**src/rtl/lampfpu_sqrt_sched_pkg.sv**
```systemverilog
// Shared constants, FSM encoding and the result pack/round helper for the
// square-root sequencer.
package lampfpu_sqrt_sched_pkg;

    localparam logic [15:0] LAMP_QNAN       = 16'h7FC0;
    localparam logic [15:0] LAMP_PINF       = 16'h7F80;
    localparam logic [15:0] LAMP_NINF       = 16'hFF80;
    localparam int          LAMP_FLOAT_BIAS = 127;

    typedef enum logic [2:0] {IDLE, ISSUE, WAIT, PACK, RESP} sqsched_state_t;

    // Normalise the Q1.15 unit result (value in [0.5,2)), round to nearest
    // even on 8 significand bits and repack as a positive bfloat16.
    // k is the halved unbiased input exponent (floor).
    function automatic logic [15:0] lamp_sqrt_pack(input logic [15:0]       res,
                                                   input logic signed [8:0] k,
                                                   input logic              inv);
        logic signed [9:0] kx;
        logic signed [9:0] ex;
        logic [7:0]        m;
        logic              g;
        logic              st;
        logic [8:0]        mr;
        kx = {k[8], k};
        ex = inv ? ($signed(10'(LAMP_FLOAT_BIAS)) - kx) : ($signed(10'(LAMP_FLOAT_BIAS)) + kx);
        if (res[15]) begin
            m  = res[15:8];
            g  = res[7];
            st = |res[6:0];
        end else begin
            m  = res[14:7];
            g  = res[6];
            st = |res[5:0];
            ex = ex - 10'sd1;
        end
        mr = {1'b0, m} + {8'b0, g & (st | m[0])};
        if (mr[8]) begin
            mr = 9'h080;
            ex = ex + 10'sd1;
        end
        return {1'b0, ex[7:0], mr[6:0]};
    endfunction

endpackage

```
**src/rtl/lampfpu_sqrt_sched_if.sv**
```systemverilog
// Requester / response bundle of the square-root sequencer.
//  req_valid/req_ready : per-requester handshake (ready is one-hot or zero)
//  req_op/req_inv      : bfloat16 operand (requester i at [16i+:16]) and 1/sqrt select
//  rsp_*               : single response channel carrying id, result and abort flag
// master = FPU issue side, slave = sequencer.
interface lampfpu_sqrt_sched_if #(
    parameter int NUM_REQ = 2
);
    localparam int IDW = $clog2(NUM_REQ);

    logic [NUM_REQ-1:0]    req_valid;
    logic [NUM_REQ-1:0]    req_ready;
    logic [NUM_REQ*16-1:0] req_op;
    logic [NUM_REQ-1:0]    req_inv;
    logic                  rsp_valid;
    logic                  rsp_ready;
    logic [IDW-1:0]        rsp_id;
    logic [15:0]           rsp_res;
    logic                  rsp_err;

    modport master (output req_valid, req_op, req_inv, rsp_ready,
                    input  req_ready, rsp_valid, rsp_id, rsp_res, rsp_err);
    modport slave  (input  req_valid, req_op, req_inv, rsp_ready,
                    output req_ready, rsp_valid, rsp_id, rsp_res, rsp_err);
endinterface

```
**src/rtl/lampfpu_rr_arbiter.sv**
```systemverilog
// Round-robin arbiter: grants the lowest requester at or after the pointer.
//  req_i     : request vector
//  adv_i     : commit strobe; when a grant exists the pointer moves past it
//  gnt_o     : one-hot grant (zero when no request)
//  gnt_idx_o : index of the granted requester
//  any_o     : at least one request present
module lampfpu_rr_arbiter #(
    parameter int NUM_REQ = 2
) (
    input  logic                       clk,
    input  logic                       rst_n,
    input  logic [NUM_REQ-1:0]         req_i,
    input  logic                       adv_i,
    output logic [NUM_REQ-1:0]         gnt_o,
    output logic [$clog2(NUM_REQ)-1:0] gnt_idx_o,
    output logic                       any_o
);
    localparam int IW = $clog2(NUM_REQ);

    logic [IW-1:0] ptr_q, ptr_d;
    logic [IW-1:0] cand;
    logic [IW-1:0] idx;
    logic          found;

    always_comb begin
        found = 1'b0;
        idx   = '0;
        cand  = '0;
        for (int i = 0; i < NUM_REQ; i++) begin
            cand = IW'((int'(ptr_q) + i) % NUM_REQ);
            if (!found && req_i[cand]) begin
                found = 1'b1;
                idx   = cand;
            end
        end
    end

    always_comb begin
        ptr_d = ptr_q;
        if (adv_i && found)
            ptr_d = (idx == IW'(NUM_REQ - 1)) ? '0 : idx + 1'b1;
    end

    always_ff @(posedge clk or negedge rst_n) begin
        if (!rst_n) ptr_q <= '0;
        else        ptr_q <= ptr_d;
    end

    assign gnt_o     = found ? (NUM_REQ'(1) << idx) : '0;
    assign gnt_idx_o = idx;
    assign any_o     = found;
endmodule

```
**src/rtl/lampfpu_sqrt_sched.sv**
```systemverilog
// Sequencer for the shared iterative square-root unit. Grants one requester
// at a time (round-robin), unpacks/classifies the bfloat16 operand, drives the
// unit, then rounds and repacks its Q1.15 result, with a watchdog on the wait.
//  clk, rst_n    : clock, asynchronous active-low reset
//  bus           : requester/response bundle (slave side)
//  sq_do_o       : one-cycle start pulse to the unit
//  sq_s_o        : significand 1.fffffff
//  sq_odd_o      : unbiased exponent is odd
//  sq_inv_o      : 1/sqrt select
//  sq_special_o  : special operand; unit returns without iterating
//  sq_valid_i    : unit result valid pulse
//  sq_res_i      : unit result, Q1.15
module lampfpu_sqrt_sched
    import lampfpu_sqrt_sched_pkg::*;
#(
    parameter int NUM_REQ     = 2,
    parameter int TIMEOUT_CYC = 64
) (
    input  logic                 clk,
    input  logic                 rst_n,
    lampfpu_sqrt_sched_if.slave  bus,
    output logic                 sq_do_o,
    output logic [7:0]           sq_s_o,
    output logic                 sq_odd_o,
    output logic                 sq_inv_o,
    output logic                 sq_special_o,
    input  logic                 sq_valid_i,
    input  logic [15:0]          sq_res_i
);
    localparam int IDW  = $clog2(NUM_REQ);
    localparam int WD_W = $clog2(TIMEOUT_CYC + 1);

    sqsched_state_t state_q, state_d;
    logic [15:0]    op_q, op_d;
    logic           inv_q, inv_d;
    logic [IDW-1:0] id_q, id_d;
    logic [WD_W-1:0] wd_q, wd_d;
    logic [15:0]    raw_q, raw_d;
    logic [15:0]    res_q, res_d;
    logic           err_q, err_d;

    logic [NUM_REQ-1:0] arb_gnt;
    logic [IDW-1:0]     arb_idx;
    logic               arb_any;

    logic signed [8:0] ue;
    logic signed [8:0] k;
    logic              special;
    logic [15:0]       sub;
    logic              timeout;
    logic              hold;

    lampfpu_rr_arbiter #(.NUM_REQ(NUM_REQ)) u_arb (
        .clk      (clk),
        .rst_n    (rst_n),
        .req_i    (bus.req_valid),
        .adv_i    (state_q == IDLE),
        .gnt_o    (arb_gnt),
        .gnt_idx_o(arb_idx),
        .any_o    (arb_any)
    );

    // Unpack / classify the captured operand.
    assign ue      = $signed({1'b0, op_q[14:7]}) - $signed(9'(LAMP_FLOAT_BIAS));
    assign k       = ue >>> 1;
    assign special = (op_q[14:7] == 8'h00) | (op_q[14:7] == 8'hFF) | op_q[15];
    assign timeout = (wd_q == WD_W'(TIMEOUT_CYC - 1));

    // Substitute result for special operands; zero/denormal keeps its sign.
    always_comb begin
        sub = LAMP_QNAN;
        if (op_q[14:7] == 8'h00)
            sub = inv_q ? (op_q[15] ? LAMP_NINF : LAMP_PINF) : {op_q[15], 15'b0};
        else if (op_q[15] || (op_q[14:7] == 8'hFF && op_q[6:0] != 7'd0))
            sub = LAMP_QNAN;
        else if (op_q[14:7] == 8'hFF)
            sub = inv_q ? 16'h0000 : LAMP_PINF;
    end

    // FSM: state register
    always_ff @(posedge clk or negedge rst_n) begin
        if (!rst_n) state_q <= IDLE;
        else        state_q <= state_d;
    end

    // FSM: next state
    always_comb begin
        state_d = state_q;
        unique case (state_q)
            IDLE:    if (arb_any) state_d = ISSUE;
            ISSUE:   state_d = WAIT;
            WAIT:    if (sq_valid_i) state_d = PACK;
                     else if (timeout) state_d = RESP;
            PACK:    state_d = RESP;
            RESP:    if (bus.rsp_ready) state_d = IDLE;
            default: state_d = IDLE;
        endcase
    end

    // FSM: outputs. Unit-side fields are only driven while the op is in the unit.
    always_comb begin
        hold          = (state_q == ISSUE) || (state_q == WAIT);
        sq_do_o       = (state_q == ISSUE);
        sq_s_o        = hold ? {1'b1, op_q[6:0]} : 8'h00;
        sq_odd_o      = hold & ue[0];
        sq_inv_o      = hold & inv_q;
        sq_special_o  = hold & special;
        bus.req_ready = (state_q == IDLE) ? arb_gnt : '0;
        bus.rsp_valid = (state_q == RESP);
        bus.rsp_id    = (state_q == RESP) ? id_q  : '0;
        bus.rsp_res   = (state_q == RESP) ? res_q : 16'h0000;
        bus.rsp_err   = (state_q == RESP) & err_q;
    end

    // Datapath next state
    always_comb begin
        op_d  = op_q;
        inv_d = inv_q;
        id_d  = id_q;
        wd_d  = wd_q;
        raw_d = raw_q;
        res_d = res_q;
        err_d = err_q;
        unique case (state_q)
            IDLE: if (arb_any) begin
                op_d  = bus.req_op[{arb_idx, 4'b0000} +: 16];
                inv_d = bus.req_inv[arb_idx];
                id_d  = arb_idx;
            end
            ISSUE: wd_d = '0;
            WAIT: begin
                wd_d = wd_q + 1'b1;
                if (sq_valid_i) raw_d = sq_res_i;
                else if (timeout) begin
                    res_d = LAMP_QNAN;
                    err_d = 1'b1;
                end
            end
            PACK: begin
                res_d = special ? sub : lamp_sqrt_pack(raw_q, k, inv_q);
                err_d = 1'b0;
            end
            default: ;
        endcase
    end

    always_ff @(posedge clk or negedge rst_n) begin
        if (!rst_n) begin
            op_q  <= '0;
            inv_q <= 1'b0;
            id_q  <= '0;
            wd_q  <= '0;
            raw_q <= '0;
            res_q <= '0;
            err_q <= 1'b0;
        end else begin
            op_q  <= op_d;
            inv_q <= inv_d;
            id_q  <= id_d;
            wd_q  <= wd_d;
            raw_q <= raw_d;
            res_q <= res_d;
            err_q <= err_d;
        end
    end
endmodule

```
**src/flat_wrapper.sv**
```systemverilog
// flat-port wrapper written by rule: the top's interface ports become plain ports
module lampfpu_sqrt_sched_flat import lampfpu_sqrt_sched_pkg::*;
#(
    parameter int NUM_REQ     = 2,
    parameter int TIMEOUT_CYC = 64
)
  (clk, rst_n, sq_do_o, sq_s_o, sq_odd_o, sq_inv_o, sq_special_o, sq_valid_i, sq_res_i, bus_req_valid, bus_req_op, bus_req_inv, bus_rsp_ready, bus_req_ready, bus_rsp_valid, bus_rsp_id, bus_rsp_res, bus_rsp_err);
  lampfpu_sqrt_sched_if #(.NUM_REQ(NUM_REQ)) bus_i ();
  input  logic clk;
  input  logic rst_n;
  output logic sq_do_o;
  output logic [7:0] sq_s_o;
  output logic sq_odd_o;
  output logic sq_inv_o;
  output logic sq_special_o;
  input  logic sq_valid_i;
  input  logic [15:0] sq_res_i;
  input wire logic [$bits(bus_i.req_valid)-1:0] bus_req_valid;
  input wire logic [$bits(bus_i.req_op)-1:0] bus_req_op;
  input wire logic [$bits(bus_i.req_inv)-1:0] bus_req_inv;
  input wire logic [$bits(bus_i.rsp_ready)-1:0] bus_rsp_ready;
  output wire logic [$bits(bus_i.req_ready)-1:0] bus_req_ready;
  output wire logic [$bits(bus_i.rsp_valid)-1:0] bus_rsp_valid;
  output wire logic [$bits(bus_i.rsp_id)-1:0] bus_rsp_id;
  output wire logic [$bits(bus_i.rsp_res)-1:0] bus_rsp_res;
  output wire logic [$bits(bus_i.rsp_err)-1:0] bus_rsp_err;
  assign bus_i.req_valid = bus_req_valid;
  assign bus_i.req_op = bus_req_op;
  assign bus_i.req_inv = bus_req_inv;
  assign bus_i.rsp_ready = bus_rsp_ready;
  assign bus_req_ready = bus_i.req_ready;
  assign bus_rsp_valid = bus_i.rsp_valid;
  assign bus_rsp_id = bus_i.rsp_id;
  assign bus_rsp_res = bus_i.rsp_res;
  assign bus_rsp_err = bus_i.rsp_err;
  lampfpu_sqrt_sched #(.NUM_REQ(NUM_REQ), .TIMEOUT_CYC(TIMEOUT_CYC)) u_core (.clk(clk), .rst_n(rst_n), .bus(bus_i), .sq_do_o(sq_do_o), .sq_s_o(sq_s_o), .sq_odd_o(sq_odd_o), .sq_inv_o(sq_inv_o), .sq_special_o(sq_special_o), .sq_valid_i(sq_valid_i), .sq_res_i(sq_res_i));
endmodule
```
**config.mk**
```make
export PLATFORM = sky130hd
export DESIGN_NAME = lampfpu_sqrt_sched_flat
export DESIGN_NICKNAME = d
export VERILOG_FILES = /design/src/rtl/lampfpu_sqrt_sched_pkg.sv /design/src/rtl/lampfpu_sqrt_sched_if.sv /design/src/rtl/lampfpu_rr_arbiter.sv /design/src/rtl/lampfpu_sqrt_sched.sv /design/src/flat_wrapper.sv
export SDC_FILE = /design/constraint.sdc
export NUM_CORES = 1
export LEC_CHECK = 0
export ABC_CLOCK_PERIOD_IN_PS = 9900
export CAP_MARGIN = 20
export CORE_MARGIN = 2
export CORE_UTILIZATION = 42
export DETAILED_ROUTE_END_ITERATION = 8
export PLACE_DENSITY = 0.72
export SYNTH_ARGS = -nofsm -noshare
export SYNTH_HDL_FRONTEND = slang
export SYNTH_HIERARCHICAL = 1
export SYNTH_SLANG_ARGS = --single-unit
```
**constraint.sdc**
```tcl
create_clock -name clk -period 9.9 [get_ports clk]
set_clock_uncertainty 0.15 [all_clocks]
set_input_delay 2.97 -clock clk [delete_from_list [all_inputs] [get_ports clk]]
set_output_delay 2.97 -clock clk [all_outputs]
set_load 0.01 [all_outputs]
```
# Word level (Yosys, flattened, before mapping)
# Cells that the tools add are included.
[totals]
reg_bits = 62
input_bits = 56
out_inout_bits = 33
[classes]
n_addsub = 9
magnitude_cmp = 3
n_eq_ne = 11
shift = 2
n_mux = 46
bitwise_logic = 8
reduce_logical = 17
[ops]
columns = ["operator", "n"]
rows = [
  ["2-to-1 mux 16 bit", 9],
  ["2-to-1 mux 8 bit", 7],
  ["one-hot mux 16 bit (2 select lines)", 1],
  ["variable part select 32 x 6 -> 16 bit", 1],
  ["2-to-1 mux 1 bit", 18],
  ["2-to-1 mux 15 bit", 1],
  ["one-hot mux 3 bit (5 select lines)", 1],
  ["one-hot mux 7 bit (2 select lines)", 1],
  ["2-to-1 mux 3 bit", 4],
  ["adder 8 x 1 -> 9 bit", 1],
  ["subtractor 8 x 7 -> 9 bit (second input constant)", 1],
  ["adder 8 x 2 -> 8 bit (second input constant)", 1],
  ["adder 8 bit (first input constant)", 1],
  ["equality test 8 bit (second input constant)", 1],
  ["zero test 8 bit", 1],
  ["subtractor 8 x 2 -> 8 bit (second input constant)", 1],
  ["subtractor 8 bit (first input constant)", 1],
  ["adder 7 x 1 -> 7 bit (second input constant)", 1],
  ["equality test 7 x 6 -> 1 bit (second input constant)", 1],
  ["2-to-1 mux 7 bit", 1],
  ["nonzero test 7 bit", 1],
  ["OR reduction 7 bit", 1],
  ["equality test 3 x 2 -> 1 bit (second input constant)", 2],
  ["less-than comparator 1 x 2 -> 1 bit (second input constant)", 3],
  ["other kinds (19)", 35],
]

# Longest topological paths before layout
[logic_depth]
word_depth = 10
mapped_depth = 17

# Modules after synthesis
# Netlist, hierarchy kept.
[modules_own_cells]
columns = ["mod", "instances", "cells_each", "area_per_inst_um2", "seq_area_each_um2"]
rows = [
  ["lampfpu_sqrt_sched", 1, 424, 3931.3, 1526.5],
  ["lampfpu_rr_arbiter", 1, 8, 68.8, 25.0],
]

# Worst setup path before layout
# Ideal clock, no wire load.
[synth_timing]
kind = "input to output"
start = "input port bus_req_valid[0]"
end = "output port bus_req_ready[0]"
arrival_time_ns = 3.270
required_ns = 6.780
slack_ns = 3.510
path_stages = 2
path_buffers = 0
path_cell_list = "a21boi_0 -> and2_1"
[synth_between]
elab_chain_cells = 9
word_cells_on_any_way = 13
[synth_rtl]
columns = ["item", "line", "rtl"]
rows = [
  ["from (decl)", "flat_wrapper.sv:18", "input wire logic [$bits(bus_i.req_valid)-1:0] bus_req_valid;"],
  ["2-to-1 mux 1 bit (not written as such) (2 in series)", "lampfpu_rr_arbiter.sv:31", "if (!found && req_i[cand]) begin"],
  ["2-to-1 mux 1 bit", "lampfpu_rr_arbiter.sv:31", ""],
  ["zero test 1 bit", "lampfpu_rr_arbiter.sv:31", ""],
  ["logical AND 1 bit", "lampfpu_rr_arbiter.sv:31", ""],
  ["2-to-1 mux 1 bit", "lampfpu_rr_arbiter.sv:31", ""],
  ["<< shifter 1 x 1 -> 2 bit", "lampfpu_rr_arbiter.sv:49", "assign gnt_o = found ? (NUM_REQ'(1) << idx) : '0;"],
  ["2-to-1 mux 2 bit (*)", "lampfpu_rr_arbiter.sv:49", ""],
  ["2-to-1 mux 2 bit (*)", "lampfpu_sqrt_sched.sv:108", "bus.req_ready = (state_q == IDLE) ? arb_gnt : '0;"],
  ["to (decl)", "flat_wrapper.sv:22", "output wire logic [$bits(bus_i.req_ready)-1:0] bus_req_ready;"],
]
# Every way passes the cells marked *; elsewhere a longest branch is shown, timed or not. The select of a mux whose other input is x is not followed.

# Worst setup path after layout
[layout_timing]
start = "input port bus_req_valid[0]"
end = "output port bus_req_ready[0]"
[layout_between]
elab_chain_cells = 9
word_cells_on_any_way = 13
[layout_rtl]
columns = ["item", "line", "rtl"]
rows = [
  ["2-to-1 mux 1 bit (not written as such) (2 in series)", "lampfpu_rr_arbiter.sv:31", ""],
  ["2-to-1 mux 1 bit", "lampfpu_rr_arbiter.sv:31", ""],
  ["zero test 1 bit", "lampfpu_rr_arbiter.sv:31", ""],
  ["logical AND 1 bit", "lampfpu_rr_arbiter.sv:31", ""],
  ["2-to-1 mux 1 bit", "lampfpu_rr_arbiter.sv:31", ""],
  ["<< shifter 1 x 1 -> 2 bit", "lampfpu_rr_arbiter.sv:49", ""],
  ["2-to-1 mux 2 bit (*)", "lampfpu_rr_arbiter.sv:49", ""],
  ["net u_core.arb_gnt[0]", "lampfpu_sqrt_sched.sv:42", "logic [NUM_REQ-1:0] arb_gnt;"],
  ["2-to-1 mux 2 bit (*)", "lampfpu_sqrt_sched.sv:108", ""],
]
# The timed path passes the listed nets; every way through them passes the cells marked *. The select of a mux whose other input is x is not followed.

==> results.py <==
metrics = {
    "route": {
        "antenna_left": 0,
        "vias_per_cell": 5.26,
        "drc": 0,
        "first_iter_violations": 154,
        "wl_um": 9260,
        "vias": 3385,
        "routedWlPerCell_um": 14.4,
        "first_pass_iters": 4,
    },
    "power_and_ir_drop": {
        "p_leak_nw": 2.09,
        "power.total_mw": 1.67,
        "pwr_density_cell_nw_per_um2": 325,
        "ir_drop_mv": 0.142,
    },
    "sta": {
        "max_freq_ghz": 0.134,
        "finalCriticalPeriod_ns": 7.49,
        "setup_viol_count_final": 0,
        "post-route-period-util_pct": 75.6,
        "final-hold-violation-count": 0,
        "rsz0062_at_grt": "no",
        "worstMarginPinSlew_ns": 0.774,
        "maxSlewHeadroom_pct": 48.3,
        "fin_tns_setup_ns": 0,
        "drv_slew": 0,
    },
    "synth": {
        "ys_seq_area_share_pct": 38.8,
        "synth_xor_xnor_area_share_pct": 6.32,
        "ys_ff_latch": 62,
        "synth_fp_nets": 495,
        "avgSynthCellArea_sq_um": 9.26,
        "synthFlopType": "dfrtp_1",
        "synth_compound_area_share_pct": 14.5,
        "synth_fa_ha_area_share_pct": 2.19,
        "synth_area_sq_um": 4000,
        "yosys.cell_types.count": 59,
        "yosys.area_share.simple_pct": 22.2,
        "async_reset_ff_share_pct": 100,
        "netlist_instances": 432,
        "synth_top_family_by_area": "simple AND/OR/NAND/NOR gates",
        "synth_edf_count": 0,
        "synth_warnings": 6,
        "synth_mux_area_share_pct": 11.6,
    },
    "die": {
        "core_area_sq_um": 9240,
        "num_io_pins": 89,
        "initial_core_util_pct": 43.3,
        "die_h_um": 102,
        "dieArea_sq_um": 10300,
        "die_w_um": 102,
        "num_rows": 35,
    },
    "final_layout": {
        "fillers": 817,
        "num_antenna_cells": 0,
        "regArea_sq_um": 1550,
        "drive_gt1_share_pct": 10.7,
        "instances_no_fill": 644,
        "final_area_sq_um": 5140,
        "syn_to_final_growth_pct": 28.6,
        "layout_common_cells": "87 x clkdlybuf4s50_1, 62 x dfrtp_1, 44 x nor2_1",
        "fin_nets": 573,
        "multi_input_area_sq_um": 2280,
        "final_common_cell": "clkdlybuf4s50_1",
    },
    "critical_path": {
        "cpPeakStageDelay_ns": 0.55,
        "cp_num_buf_inv": 2,
        "cp-end-kind": "output pin",
        "crit_fanout": 5,
        "cp_cell_sequence": "clkdlybuf4s50_1 -> a21boi_0 -> and2_1 -> clkdlybuf4s50_1",
        "cpMostUsedCell": "clkdlybuf4s50_1",
        "critPathArrivalTime_ns": 4.37,
        "cp_slowest_cell": "clkdlybuf4s50_1",
        "worst_ep_required_time_ns": 6.78,
        "crit_family": "buffers and inverters",
        "cp-start-kind": "input pin",
        "criticalPathCategory": "input pin to output pin",
    },
    "placed_design": {
        "dp.cells": 624,
        "dp_hpwl_um": 6740,
        "placed_area_sq_um": 4930,
        "gp_congestion": 0.834,
        "io_buffers": 88,
    },
    "global_routing": {
        "grt_overflow": 0,
        "antenna_found_initial": 0,
        "grt_pass1_vias": 3507,
        "grt_max_degree": 63,
        "grtUsageTotal_pct": 19.3,
        "grt_pass1_wl_um": 16000,
    },
    "cts": {
        "path_clk_slew_ns": 0.07,
        "cts_post_setup_buffers_inserted": 0,
        "cts_buffers": 9,
        "cts-root-buf": "clkbuf_8",
        "clock_latency_ns": 0.34,
        "h-tree-depth": 3,
        "cts_resized": 0,
        "hold_buffers": 0,
        "cts.sinks": 62,
        "tritoncts": "done",
        "cts_max_path_buffers": 2,
    },
    "job": {
        "cap_violations": 0,
    },
    "outcome": {
        "status": "completed",
    },
    "worst_hold_path": {
        "hp-class": "flop to flop",
    },
}
==> logic make-up after synthesis <==
group / after synthesis
buf+inv: 38
flops: 62
mux: 44
compound gates: 90
simple gates: 164
xor+xnor: 27
fa+ha+maj: 7
==> state kept, by name, indices dropped and copies added (netlist names) <==
name,count
u_core/u_arb/ptr_q,1
u_core/inv_q,1
u_core/res_q,16
u_core/op_q,16
u_core/err_q,1
u_core/wd_q,7
u_core/state_q,3
u_core/raw_q,16
u_core/id_q,1
==> cells in the mapped netlist, types with 4 or more instances <==
library cell / instances / area [sq um]
buf_4: 4 / 30.0
nor2_1: 44 / 165
nor3_1: 11 / 55.1
a211oi_1: 4 / 30.0
mux2i_1: 25 / 250
o21ai_0: 18 / 90.1
dfrtp_1: 62 / 1550
ha_1: 7 / 87.6
nand3_1: 10 / 50.1
a21boi_0: 4 / 30.0
and3_1: 4 / 25.0
xnor2_1: 15 / 131
a22o_1: 7 / 61.3
nor2b_1: 11 / 68.8
xor2_1: 11 / 96.3
a21oi_1: 38 / 190
nand2_1: 24 / 90.1
and2_1: 25 / 156
nor4_1: 5 / 31.3
clkbuf_1: 18 / 67.6
inv_1: 11 / 41.3
mux2_2: 19 / 214
==> routing by layer <==
| metal | track usage, % | vias up | share of wire, % |
|---|---|---|---|
| met5 | 0 | - | 0 |
| met4 | 6.76 | 0 | 0.94 |
| met3 | 3.11 | 8 | 4.0 |
| met2 | 33.8 | 65 | 51 |
| met1 | 24.0 | 1626 | 44 |
| li1 | - | 1686 | - |
==> where the power goes <==
group	internal [mW]	switching [mW]	total, mW
sequential	0.361	0.142	0.503
clock	0.0966	0.101	0.198
combinational	0.481	0.491	0.972
total	0.938	0.735	1.67
==> area by class of cell <==
type | count | share of cell area (%)
clock buffer | 12 | 2.82
clock inverter | 4 | 0.438
inverter | 11 | 0.803
multi-input combinational | 332 | 44.4
sequential | 62 | 30.2
tap | 129 | 3.14
timing repair buffer | 94 | 18.3
==> per-stage QoR <==
step	utilization (%)	setup slack, ns	hold WS (ns)
finish	55.7	2.41	0.333
global route	55.7	2.31	0.374
CTS	55.2	2.40	0.338
detailed placement	53.4	2.42	0.335
global placement	53.2	2.45	0.318
floorplan	-	3.51	0.303
==> worst reg2reg max path: cells and delay by family, from the launching register on <==
family / cells / cell delay, ns
compound gates: 2 / 0.28
buf+inv: 1 / 0.06
xor+xnor: 2 / 0.36
flops: 1 / 0.58
fa+ha+maj: 4 / 1.23
mux: 1 / 0.25
simple gates: 4 / 0.80
==> final timing paths <==
check | startpoint | endpoint | slack [ns] | cells after the start
setup / recovery | bus_req_valid[0] | bus_req_ready[0] | 2.41 | 4
hold / removal | u_core/wd_q[3] | u_core/wd_q[3] | 0.33 | 1
setup reg to reg | u_core/op_q[7] | u_core/res_q[13] | 6.13 | 14
hold reg to reg | u_core/wd_q[3] | u_core/wd_q[3] | 0.33 | 1
max in group asynchronous | rst_n | u_core/op_q[1] | 6.45 | 2
min in group asynchronous | rst_n | u_core/res_q[13] | 2.65 | 2
No activity file was read; power rests on OpenSTA's default activity.
